===== config.mk =====
export PLATFORM = sky130hd
export DESIGN_NAME = calc_core_param
export DESIGN_NICKNAME = d
export VERILOG_FILES = /design/src/rtl/calc_core_param.sv
export SDC_FILE = /design/constraint.sdc
export NUM_CORES = 1
export LEC_CHECK = 0
export ABC_CLOCK_PERIOD_IN_PS = 9900
export CORE_UTILIZATION = 40
export DETAILED_ROUTE_END_ITERATION = 12
export SLEW_MARGIN = 20
export SYNTH_ARGS = -nofsm -noshare
export SYNTH_HDL_FRONTEND = slang
export SYNTH_SLANG_ARGS = --single-unit

===== constraint.sdc =====
create_clock -name clock -period 9.9 [get_ports clock]
set_clock_uncertainty 0.05 [all_clocks]
set_input_delay 1.98 -clock clock [delete_from_list [all_inputs] [get_ports clock]]
set_output_delay 1.98 -clock clock [all_outputs]
set_load 0.02 [all_outputs]

===== src/rtl/calc_core_param.sv =====
`default_nettype none
// ============================================================================
// Module   : calc_core_param
// Purpose  : Sequential signed decimal calculator core (add/sub/mul), DIGITS
//            seven-segment outputs, shift-add multiply and double-dabble render.
// Revision : 1.0 - initial release
// ============================================================================
module calc_core_param #(
    parameter int DIGITS         = 8,
    parameter bit SEG_ACTIVE_LOW = 1'b0
) (
    input  logic       clock,
    input  logic       reset,
    input  logic [3:0] cmd,
    input  logic       cmd_valid,
    output logic [6:0] displays [DIGITS-1:0],
    output logic [1:0] status
);
    localparam int W       = $clog2(10**DIGITS);
    localparam int c_cnt_w = $clog2(W);
    localparam int c_bcd_w = 4 * DIGITS;

    localparam logic [W-1:0]        c_ten        = W'(10);
    localparam logic [W-1:0]        c_entry_full = W'(10**(DIGITS-1));
    localparam logic signed [W+1:0] c_max_s      = (W+2)'(10**DIGITS - 1);
    localparam logic signed [W+1:0] c_min_s      = (W+2)'(-(10**(DIGITS-1) - 1));
    localparam logic [2*W-1:0]      c_max_2w     = (2*W)'(10**DIGITS - 1);
    localparam logic [2*W-1:0]      c_negmax_2w  = (2*W)'(10**(DIGITS-1) - 1);
    localparam logic [c_cnt_w-1:0]  c_cnt_last   = c_cnt_w'(W - 1);

    localparam logic [1:0] c_op_none = 2'd0;
    localparam logic [1:0] c_op_add  = 2'd1;
    localparam logic [1:0] c_op_sub  = 2'd2;
    localparam logic [1:0] c_op_mul  = 2'd3;

    localparam logic [6:0] c_seg_blank = 7'h00;
    localparam logic [6:0] c_seg_zero  = 7'h3F;
    localparam logic [6:0] c_seg_minus = 7'h40;
    localparam logic [6:0] c_seg_err   = 7'h79;

    typedef enum logic [2:0] {
        ST_READY = 3'd0,
        ST_EXEC  = 3'd1,
        ST_MUL   = 3'd2,
        ST_CONV  = 3'd3,
        ST_ERROR = 3'd4
    } state_t;

    state_t               r_state, w_state_nxt;
    logic [3:0]           r_cmd;
    logic [W-1:0]         r_entry, w_entry;
    logic [W:0]           r_acc, w_acc;
    logic [1:0]           r_op, w_op;
    logic                 r_started, w_started;
    logic                 r_after_eq, w_after_eq;
    logic                 r_err, w_err;
    logic                 w_do_mul, w_eval;
    logic [c_cnt_w-1:0]   r_cnt;
    logic                 w_cnt_last, w_accept;
    logic [2*W-1:0]       r_mcand, r_prod, w_prod_step;
    logic [W-1:0]         r_mplier;
    logic                 r_prod_neg;
    logic [W:0]           w_mul_res;
    logic                 w_mul_ovf;
    logic signed [W+1:0]  w_addsub;
    logic                 w_addsub_ovf;
    logic [W-1:0]         r_bin;
    logic [c_bcd_w-1:0]   r_bcd, w_bcd_adj, w_bcd_fin;
    logic                 r_neg;
    logic [3:0]           w_msd;
    logic [6:0]           w_render [DIGITS-1:0];
    logic [6:0]           r_disp   [DIGITS-1:0];

    function automatic logic [6:0] f_seg(input logic [3:0] d);
        case (d)
            4'd0: return 7'h3F;
            4'd1: return 7'h06;
            4'd2: return 7'h5B;
            4'd3: return 7'h4F;
            4'd4: return 7'h66;
            4'd5: return 7'h6D;
            4'd6: return 7'h7D;
            4'd7: return 7'h07;
            4'd8: return 7'h7F;
            4'd9: return 7'h6F;
            default: return 7'h00;
        endcase
    endfunction

    function automatic logic [W-1:0] f_mag(input logic [W:0] a);
        return W'(a[W] ? -a : a);
    endfunction

    assign w_accept   = cmd_valid && ((r_state == ST_READY) ||
                                      (r_state == ST_ERROR && cmd == 4'hF));
    assign w_cnt_last = (r_cnt == c_cnt_last);

    always_comb begin
        case (r_state)
            ST_READY: status = 2'b01;
            ST_ERROR: status = 2'b00;
            default:  status = 2'b10;
        endcase
    end

    always_ff @(posedge clock) begin
        if (reset) r_state <= ST_READY;
        else       r_state <= w_state_nxt;
    end

    always_comb begin
        w_state_nxt = r_state;
        case (r_state)
            ST_READY, ST_ERROR: if (w_accept) w_state_nxt = ST_EXEC;
            ST_EXEC:  w_state_nxt = w_do_mul ? ST_MUL : ST_CONV;
            ST_MUL:   if (w_cnt_last) w_state_nxt = ST_CONV;
            ST_CONV:  if (w_cnt_last) w_state_nxt = r_err ? ST_ERROR : ST_READY;
            default:  w_state_nxt = ST_READY;
        endcase
    end

    // Add/sub evaluated in two extra bits so overflow is a plain signed compare
    assign w_addsub = (r_op == c_op_sub)
                    ? $signed({r_acc[W], r_acc}) - $signed({2'b00, r_entry})
                    : $signed({r_acc[W], r_acc}) + $signed({2'b00, r_entry});
    assign w_addsub_ovf = (w_addsub > c_max_s) || (w_addsub < c_min_s);

    // Command decode: next operand/accumulator state, applied in EXEC
    always_comb begin
        w_entry    = r_entry;
        w_acc      = r_acc;
        w_op       = r_op;
        w_started  = r_started;
        w_after_eq = r_after_eq;
        w_err      = 1'b0;
        w_eval     = 1'b0;
        w_do_mul   = 1'b0;
        if (r_cmd <= 4'd9) begin
            if (r_after_eq) begin
                w_acc      = '0;
                w_op       = c_op_none;
                w_entry    = {{(W-4){1'b0}}, r_cmd};
                w_started  = 1'b1;
                w_after_eq = 1'b0;
            end else if (!r_started) begin
                w_entry   = {{(W-4){1'b0}}, r_cmd};
                w_started = 1'b1;
            end else if (r_entry < c_entry_full) begin
                w_entry = r_entry * c_ten + {{(W-4){1'b0}}, r_cmd};
            end
        end else begin
            case (r_cmd)
                4'hA, 4'hB, 4'hC: begin
                    if (r_op != c_op_none && r_started) w_eval = 1'b1;
                    else if (r_started)                 w_acc  = {1'b0, r_entry};
                    w_op       = (r_cmd == 4'hA) ? c_op_add :
                                 (r_cmd == 4'hB) ? c_op_sub : c_op_mul;
                    w_entry    = '0;
                    w_started  = 1'b0;
                    w_after_eq = 1'b0;
                end
                4'hD: if (r_started) w_entry = r_entry / c_ten;
                4'hE: if (r_op != c_op_none) begin
                    w_eval     = 1'b1;
                    w_op       = c_op_none;
                    w_entry    = '0;
                    w_started  = 1'b0;
                    w_after_eq = 1'b1;
                end
                4'hF: begin
                    w_entry    = '0;
                    w_acc      = '0;
                    w_op       = c_op_none;
                    w_started  = 1'b0;
                    w_after_eq = 1'b0;
                end
                default: ;
            endcase
        end
        if (w_eval) begin
            if (r_op == c_op_mul) begin
                w_do_mul = 1'b1;
            end else begin
                w_acc = w_addsub[W:0];
                w_err = w_addsub_ovf;
            end
        end
    end

    // Shift-add multiply on magnitudes; sign re-applied on exit
    assign w_prod_step = r_mplier[0] ? r_prod + r_mcand : r_prod;
    assign w_mul_res   = r_prod_neg ? -(W+1)'(w_prod_step) : (W+1)'(w_prod_step);
    assign w_mul_ovf   = r_prod_neg ? (w_prod_step > c_negmax_2w) : (w_prod_step > c_max_2w);

    for (genvar g = 0; g < DIGITS; g++) begin : g_dd
        assign w_bcd_adj[4*g +: 4] = (r_bcd[4*g +: 4] >= 4'd5) ? r_bcd[4*g +: 4] + 4'd3
                                                              : r_bcd[4*g +: 4];
    end
    assign w_bcd_fin = {w_bcd_adj[c_bcd_w-2:0], r_bin[W-1]};

    always_comb begin
        w_msd = '0;
        for (int i = 1; i < DIGITS; i++)
            if (w_bcd_fin[4*i +: 4] != 4'd0) w_msd = 4'(i);
        for (int i = 0; i < DIGITS; i++) begin
            if (4'(i) <= w_msd)                        w_render[i] = f_seg(w_bcd_fin[4*i +: 4]);
            else if (r_neg && 4'(i) == w_msd + 4'd1)   w_render[i] = c_seg_minus;
            else                                       w_render[i] = c_seg_blank;
        end
    end

    always_ff @(posedge clock) begin
        if (reset) begin
            r_cmd      <= '0;
            r_entry    <= '0;
            r_acc      <= '0;
            r_op       <= c_op_none;
            r_started  <= 1'b0;
            r_after_eq <= 1'b0;
            r_err      <= 1'b0;
            r_cnt      <= '0;
            r_mcand    <= '0;
            r_mplier   <= '0;
            r_prod     <= '0;
            r_prod_neg <= 1'b0;
            r_bin      <= '0;
            r_bcd      <= '0;
            r_neg      <= 1'b0;
            for (int i = 0; i < DIGITS; i++)
                r_disp[i] <= (i == 0) ? c_seg_zero : c_seg_blank;
        end else begin
            case (r_state)
                ST_READY, ST_ERROR: if (w_accept) r_cmd <= cmd;
                ST_EXEC: begin
                    r_entry    <= w_entry;
                    r_acc      <= w_acc;
                    r_op       <= w_op;
                    r_started  <= w_started;
                    r_after_eq <= w_after_eq;
                    r_err      <= w_err;
                    r_cnt      <= '0;
                    r_mcand    <= {{W{1'b0}}, f_mag(r_acc)};
                    r_mplier   <= r_entry;
                    r_prod     <= '0;
                    r_prod_neg <= r_acc[W];
                    r_bin      <= w_started ? w_entry : f_mag(w_acc);
                    r_neg      <= !w_started && w_acc[W];
                    r_bcd      <= '0;
                end
                ST_MUL: begin
                    r_prod   <= w_prod_step;
                    r_mcand  <= {r_mcand[2*W-2:0], 1'b0};
                    r_mplier <= {1'b0, r_mplier[W-1:1]};
                    r_cnt    <= r_cnt + 1'b1;
                    if (w_cnt_last) begin
                        r_cnt <= '0;
                        r_acc <= w_mul_res;
                        r_err <= w_mul_ovf;
                        r_bin <= w_prod_step[W-1:0];
                        r_neg <= r_prod_neg && (w_prod_step != '0);
                        r_bcd <= '0;
                    end
                end
                ST_CONV: begin
                    {r_bcd, r_bin} <= {w_bcd_fin, r_bin[W-2:0], 1'b0};
                    r_cnt          <= r_cnt + 1'b1;
                    if (w_cnt_last) begin
                        for (int i = 0; i < DIGITS; i++)
                            r_disp[i] <= r_err ? ((i == 0) ? c_seg_err : c_seg_blank)
                                               : w_render[i];
                    end
                end
                default: ;
            endcase
        end
    end

    for (genvar g = 0; g < DIGITS; g++) begin : g_out
        assign displays[g] = SEG_ACTIVE_LOW ? ~r_disp[g] : r_disp[g];
    end

endmodule
`default_nettype wire


# Word level (Yosys, flattened, before mapping)

Memory sizes are Yosys's and may differ from the RTL's.
Cells that the tools add are included.

Memories kept: 9
Bits in latches: 0
Logic and storage cells: 256
Memory bits (writable): 56
Flip-flop bits (word level): 268
Memory bits (read-only): 896

Divide/modulo/power cells: 1
Reductions and logical operators: 40
Add/subtract/negate cells: 17
Multipliers: 1
Eq/ne operators: 26
Shifts and indexed selects: 0
Magnitude comparators: 22
Mux-type cells: 116
Bitwise operators: 8

Memories:

| name            | depth | bits a word | rd ports | clocked after Yosys merged registers in | write ports | RTL line | text |
|---|---|---|---|---|---|---|---|
| (no name shown) | 16    | 7           | 1        | 0                                       | 0           | 75       | `case (d)` |
| (no name shown) | 16    | 7           | 1        | 0                                       | 0           | 75       |  |
| (no name shown) | 16    | 7           | 1        | 0                                       | 0           | 75       |  |
| (no name shown) | 16    | 7           | 1        | 0                                       | 0           | 75       |  |
| (no name shown) | 16    | 7           | 1        | 0                                       | 0           | 75       |  |
| (no name shown) | 16    | 7           | 1        | 0                                       | 0           | 75       |  |
| +3 memories     | n/a   | n/a         | n/a      | n/a                                     | n/a         | n/a      |  |

Operators with widths:

| operator                                                           | number |
|---|---|
| two-way mux 27 bit                                                 | 10 |
| two-way mux 28 bit                                                 | 8 |
| two-way mux 7 bit                                                  | 32 |
| one-hot mux 54 bit (2 select lines)                                | 2 |
| one-hot mux 27 bit (3 select lines)                                | 2 |
| one-hot mux 28 bit (2 select lines)                                | 2 |
| one-hot mux 32 bit (3 select lines)                                | 1 |
| adder 54 bit                                                       | 1 |
| greater-than comparator 54 x 24 -> 1 bit (second input constant)   | 1 |
| greater-than comparator 54 x 27 -> 1 bit (second input constant)   | 1 |
| two-way mux 54 bit                                                 | 1 |
| negator 27 bit                                                     | 2 |
| one-hot mux 27 bit (2 select lines)                                | 1 |
| nonzero test 54 bit                                                | 1 |
| two-way mux 4 bit                                                  | 13 |
| greater-or-equal comparator 4 x 3 -> 1 bit (second input constant) | 8 |
| two-way mux 32 bit                                                 | 1 |
| nonzero test 4 bit                                                 | 8 |
| adder 28 x 28 -> 29 bit                                            | 1 |
| greater-than comparator 29 x 28 -> 1 bit (second input constant)   | 1 |
| < comparator 29 x 25 -> 1 bit (second input constant)              | 1 |
| two-way mux 29 bit                                                 | 1 |
| subtractor 28 x 28 -> 29 bit                                       | 1 |
| adder 4 x 2 -> 4 bit (second input constant)                       | 7 |
| 46 further kinds                                                   | 124 |

# Longest topological paths before layout

Depth after elaboration: 17
Depth in mapped cells: 42
Gate-level depth less buffers: 39

# Worst setup path after synthesis

OpenSTA, ideal clock, no wires.

Kind: flip-flop to flip-flop
Start point: register r_entry[22]
End point: register r_bin[0]
Cell stages (with the launch flop): 36
Path buffers: 3
Arrival: 8.532 ns
Period minus slack after synthesis: 8.674 ns
Data required time: 9.758 ns
Slack: 1.226 ns
Cell sequence: dfxtp_1 > nor2b_2 > buf_6 > o21ai_1 > a221oi_4 > or2b_1 > mux2_4 > and3_4 > a221oi_2 > o22a_1 > buf_4 > nor4_1 > o21a_1 > or3_1 > buf_6 > mux2_4 > and3_4 > o32a_1 > a211o_1 > o211a_2 > a21oi_1 > mux2_2 > a32o_1 > o32a_2 > nor2_4 > mux2_4 > a221oi_4 > o21ba_2 > nand2_2 > mux2i_1 > a21o_1 > or4_1 > o2111a_1 > nor4_2 > nor3_1 > nor4_1

Word-level cells in the longest chain between the ends: 7

RTL lines:

| element                                                                          | RTL line | text |
|---|---|---|
| from (decl)                                                                      | 51       | `logic [W-1:0] r_entry, w_entry;` |
| from (signal assigned)                                                           | 235      | `r_entry <= w_entry;` |
| parallel branches: the longest is 5 deep, another holds divider 27 x 4 -> 27 bit | n/a      |  |
| two-way mux 27 bit (*)                                                           | 246      | `r_bin <= w_started ? w_entry : f_mag(w_acc);` |
| one-hot mux 27 bit (3 select lines) (*)                                          | 232      | `case (r_state)` |
| to (signal assigned)                                                             | 246      |  |
| to (signal assigned)                                                             | 259      | `r_bin <= w_prod_step[W-1:0];` |
| to (signal assigned)                                                             | 265      | `{r_bcd, r_bin} <= {w_bcd_fin, r_bin[W-2:0], 1'b0};` |
| to (decl)                                                                        | 67       | `logic [W-1:0] r_bin;` |

Mark *: on every way between the ends.
A chain may end at the register's enable or synchronous reset.

# Worst setup path in the final report

Start point: register r_entry[26]
End point: register r_bin[0]

The elaborated chain is that of the path after synthesis.

==> results.md <==
- Status: finished clean
- Mapped Area: 27400 um2
- Net count, final: 3747
- Initial Utilization: 0.406
- Slew of the pin with the lowest slew margin: 1.06 ns
- R2r worst-path depth: 33
- Synth cell types: 123
- Post-Syn Area per Cell: 7.64 um2
- Endpoints failing hold: 0
- Crit path buffers/inverters: 1
- Delay-heaviest family, CP: compound AO/OA/AOI/OAI gates
- Setup violations, final: 0
- Hold slack: 0.406 ns
- Worst hold path class: reg2reg
- R2R Setup Slk: 0.45 ns
- Crit path DAT: 9.88 ns
- Register area share after synthesis: 0.257
- Ports: 65
- Clk root buf: clkbuf_16
- Die area: 69500 um2
- #FFs+latches synth: 324
- Fill count: 6820
- Hold path start: r_bin[21]$_SDFFE_PP0P_
- Port buffer count: 64
- Slowest CP cell: dfxtp_1
- Wirelength per Cell: 17.4 um
- Comb power frac: 0.750
- CP Capture Type: flop
- Int Pwr: 0.00587 W
- TritonRoute pass-1 iters: 8
- Synthesized net count: 3801
- Die X: 264 um
- Most used cell, CP: mux2_4
- Synth Flop Type: dfxtp_1
- Slowest stage delay, CP: 0.63 ns
- Post-route insts no fill: 4435
- Clock power frac: 0.122
- Post-route DRC: 0
- Core area: 67500 um2
- Critical path startpoint category: flop
- Slew margin rel.: 0.294
- Via count: 25700
- Worst EP required: 10.33 ns
- EDFF count, synth: 56
- # Max-Cap Violations: 0
- Initial antenna violation count: 0
- Worst Hold Endpoint: r_bin[21]$_SDFFE_PP0P_
- Vias/cell: 5.79
- Leak: 11.8 nW
- WL final: 77100 um
- First-pass GRT wire length: 127000 um
- FMAX: 0.106 GHz
- Hold Crit Depth: 2
- Async set-reset flop share out of synthesis: 0
- Mapped Cells: 3587
- Total placed cells including tap cells: 4356
- Clock tree buffer depth: 3
- All-Layer GR Usage: 0.217
- Placer Congestion: 0.865
- H-tree depth: 2
- Layout cells sized above 1: 0.0769
- R2R Path End: r_bin[0]$_SDFFE_PP0P_
- Fin crit period: 9.45 ns
- Kind of critical path: reg2reg
- Setup TNS: 0 ns
- Worst r2r src: r_entry[26]$_SDFFE_PP0P_
- P per Cell Area: 396 nW/um2
- ANT cells: 0
- Psw: 0.00611 W
- Row cnt: 95
- Clock transition at path regs: 0.06 ns
- GRT overflow: 0
- Antenna-violating nets left: 0
- Period utilization: 0.955
- Clock sink total: 324
- Sw frac: 0.510
- Slew Limit Fails: 0
- Starting DRT DRC Count: 1970
- Post-DP HPWL: 55100 um
- Die Ht: 264 um
- Total number of yosys warnings: 0
- Largest net degree at the start of global routing: 98
- Crit-path max FO: 12
- CTS tree: yes
- Seq pwr share: 0.128
- Peak VDD IR: 0.969 mV
- Vias in the first global route: 24100
- CTS Buf Count: 40
- Clk_lat worst skew: 0.57 ns
- P&R area growth vs syn: 10.4%
-- cell type report --
class                   instances  area (um2)  share of cell area
clock buffers                  53        1100              0.0364
repair buffers                134        1200              0.0395
inverters                     171         642              0.0212
well taps                     873        1090              0.0361
flip-flops and latches        324        7050               0.233
clock inverters                18         184             0.00608
multi-input cells            2862       19000               0.628
-- cells by family (layout without fill, tap and decap cells) --
group,count (synthesis),count (layout),synth area share
AO/OA/AOI/OAI,1104,1104,0.275
XOR/XNOR,228,228,0.0734
adder cells (fa/ha/maj),207,207,0.0956
buffers and inverters,401,376,0.0567
flip-flops,324,324,0.257
multiplexers,84,84,0.0329
AND/OR/NAND/NOR,1239,1239,0.209
-- metal layers --
layer  vias to the layer above  wire length (um)  global-route usage
met3                       117              3330              0.0229
met5                         -                 0                   0
li1                      12900                 -                   -
met1                     12000             36500               0.297
met2                       605             35400               0.361
met4                         0              1820              0.0615
-- cells in the final DEF (no fill, tap or decap), drive strengths merged, types with 71 or more instances in the layout --
master,netlist,final
ha,203,203
dfxtp,268,268
nor2,462,462
a21oi,316,316
nand3,72,72
o21ai,190,190
buf,45,71
nor3,113,113
nand2,324,324
a211oi,71,71
xnor2,160,160
inv,168,169
a22oi,139,139
-- cell usage after synthesis (all sizes together) (12+ instances only) --
library cell,count,share of area
or4,21,0.0058
and2,22,0.0052
o21bai,39,0.011
clkbuf,185,0.025
nor2,462,0.064
or3,15,0.0034
nor2b,31,0.0072
mux2,37,0.016
a31oi,36,0.0082
o31ai,21,0.0058
o21a,15,0.0041
mux2i,47,0.017
edfxtp,56,0.061
a21o,26,0.0071
and3,62,0.015
nor4,17,0.0043
ha,203,0.093
inv,168,0.023
a22oi,139,0.038
a221o,23,0.0084
a21oi,316,0.058
a222oi,12,0.0044
nor3b,16,0.0044
nand2b,31,0.0071
buf,45,0.0079
nor3,113,0.022
or2,15,0.0034
xor2,68,0.022
o21ai,190,0.035
a211oi,71,0.020
nand3,72,0.013
a311oi,27,0.0091
o211ai,40,0.011
a221oi,25,0.010
dfxtp,268,0.20
xnor2,160,0.051
nand4,21,0.0048
nand2,324,0.045
-- through the flow --
| step | utilization | power (W) | worst slack [ns] | area (um2) |
|---|---|---|---|---|
| global placement | 0.426 | 0.0100 | 0.345 | 28800 |
| CTS | 0.445 | 0.0116 | 0.143 | 30000 |
| finish | 0.448 | 0.0120 | 0.450 | 30300 |
| global route | 0.448 | 0.0128 | -0.0132 | 30300 |
| detailed placement | 0.426 | 0.0101 | 0.149 | 28800 |
| floorplan | - | 0.00858 | 1.23 | 27400 |
-- worst min-delay path: cells and delay by family (launching register included) --
| kind | cells | cell delay [ns] |
|---|---|---|
| flops | 1 | 0.31 |
| simple gates | 1 | 0.05 |
| compound gates | 1 | 0.05 |
-- flip-flops by register name (all words and copies together), names as in the netlist --
signal	cells
r_mcand	54
r_after_eq	1
r_state	3
r_prod_neg	1
r_mplier	27
r_disp	56
r_started	1
r_bcd	32
r_op	2
r_neg	1
r_cnt	5
r_acc	28
r_prod	54
r_cmd	4
r_err	1
r_entry	27
r_bin	27
-- what timing repair did --
item | CTS | global route
resized for setup | 0 | 29
setup buffers | 0 | 8
endpoints found under the setup margin | 0 | 6
hold buffers | 0 | 0
-- power groups by stage --
stage                     clock network (W)  registers (W)  logic (W)
final                               0.00147        0.00153    0.00898
after global routing                0.00156        0.00154    0.00972
after CTS                           0.00151        0.00153    0.00856
after detailed placement                  0        0.00156    0.00852
after global placement                    0        0.00156    0.00845
after floorplan                           0        0.00150    0.00708
-- worst max path at each step --
stage	from	to	slack, ns	cells after the start
6_report	r_entry[26]$_SDFFE_PP0P_	r_bin[0]$_SDFFE_PP0P_	0.45	33
3_5_place_dp	r_entry[26]$_SDFFE_PP0P_	r_bin[0]$_SDFFE_PP0P_	0.15	32
2_1_floorplan	r_entry[22]$_SDFFE_PP0P_	r_bin[0]$_SDFFE_PP0P_	1.23	35
4_1_cts	r_entry[22]$_SDFFE_PP0P_	r_bin[0]$_SDFFE_PP0P_	0.14	34
3_3_place_gp	r_entry[22]$_SDFFE_PP0P_	r_bin[0]$_SDFFE_PP0P_	0.35	33
5_1_grt	r_entry[22]$_SDFFE_PP0P_	r_bin[0]$_SDFFE_PP0P_	-0.01	36
Note: power is estimated with default switching activity, not from simulation.
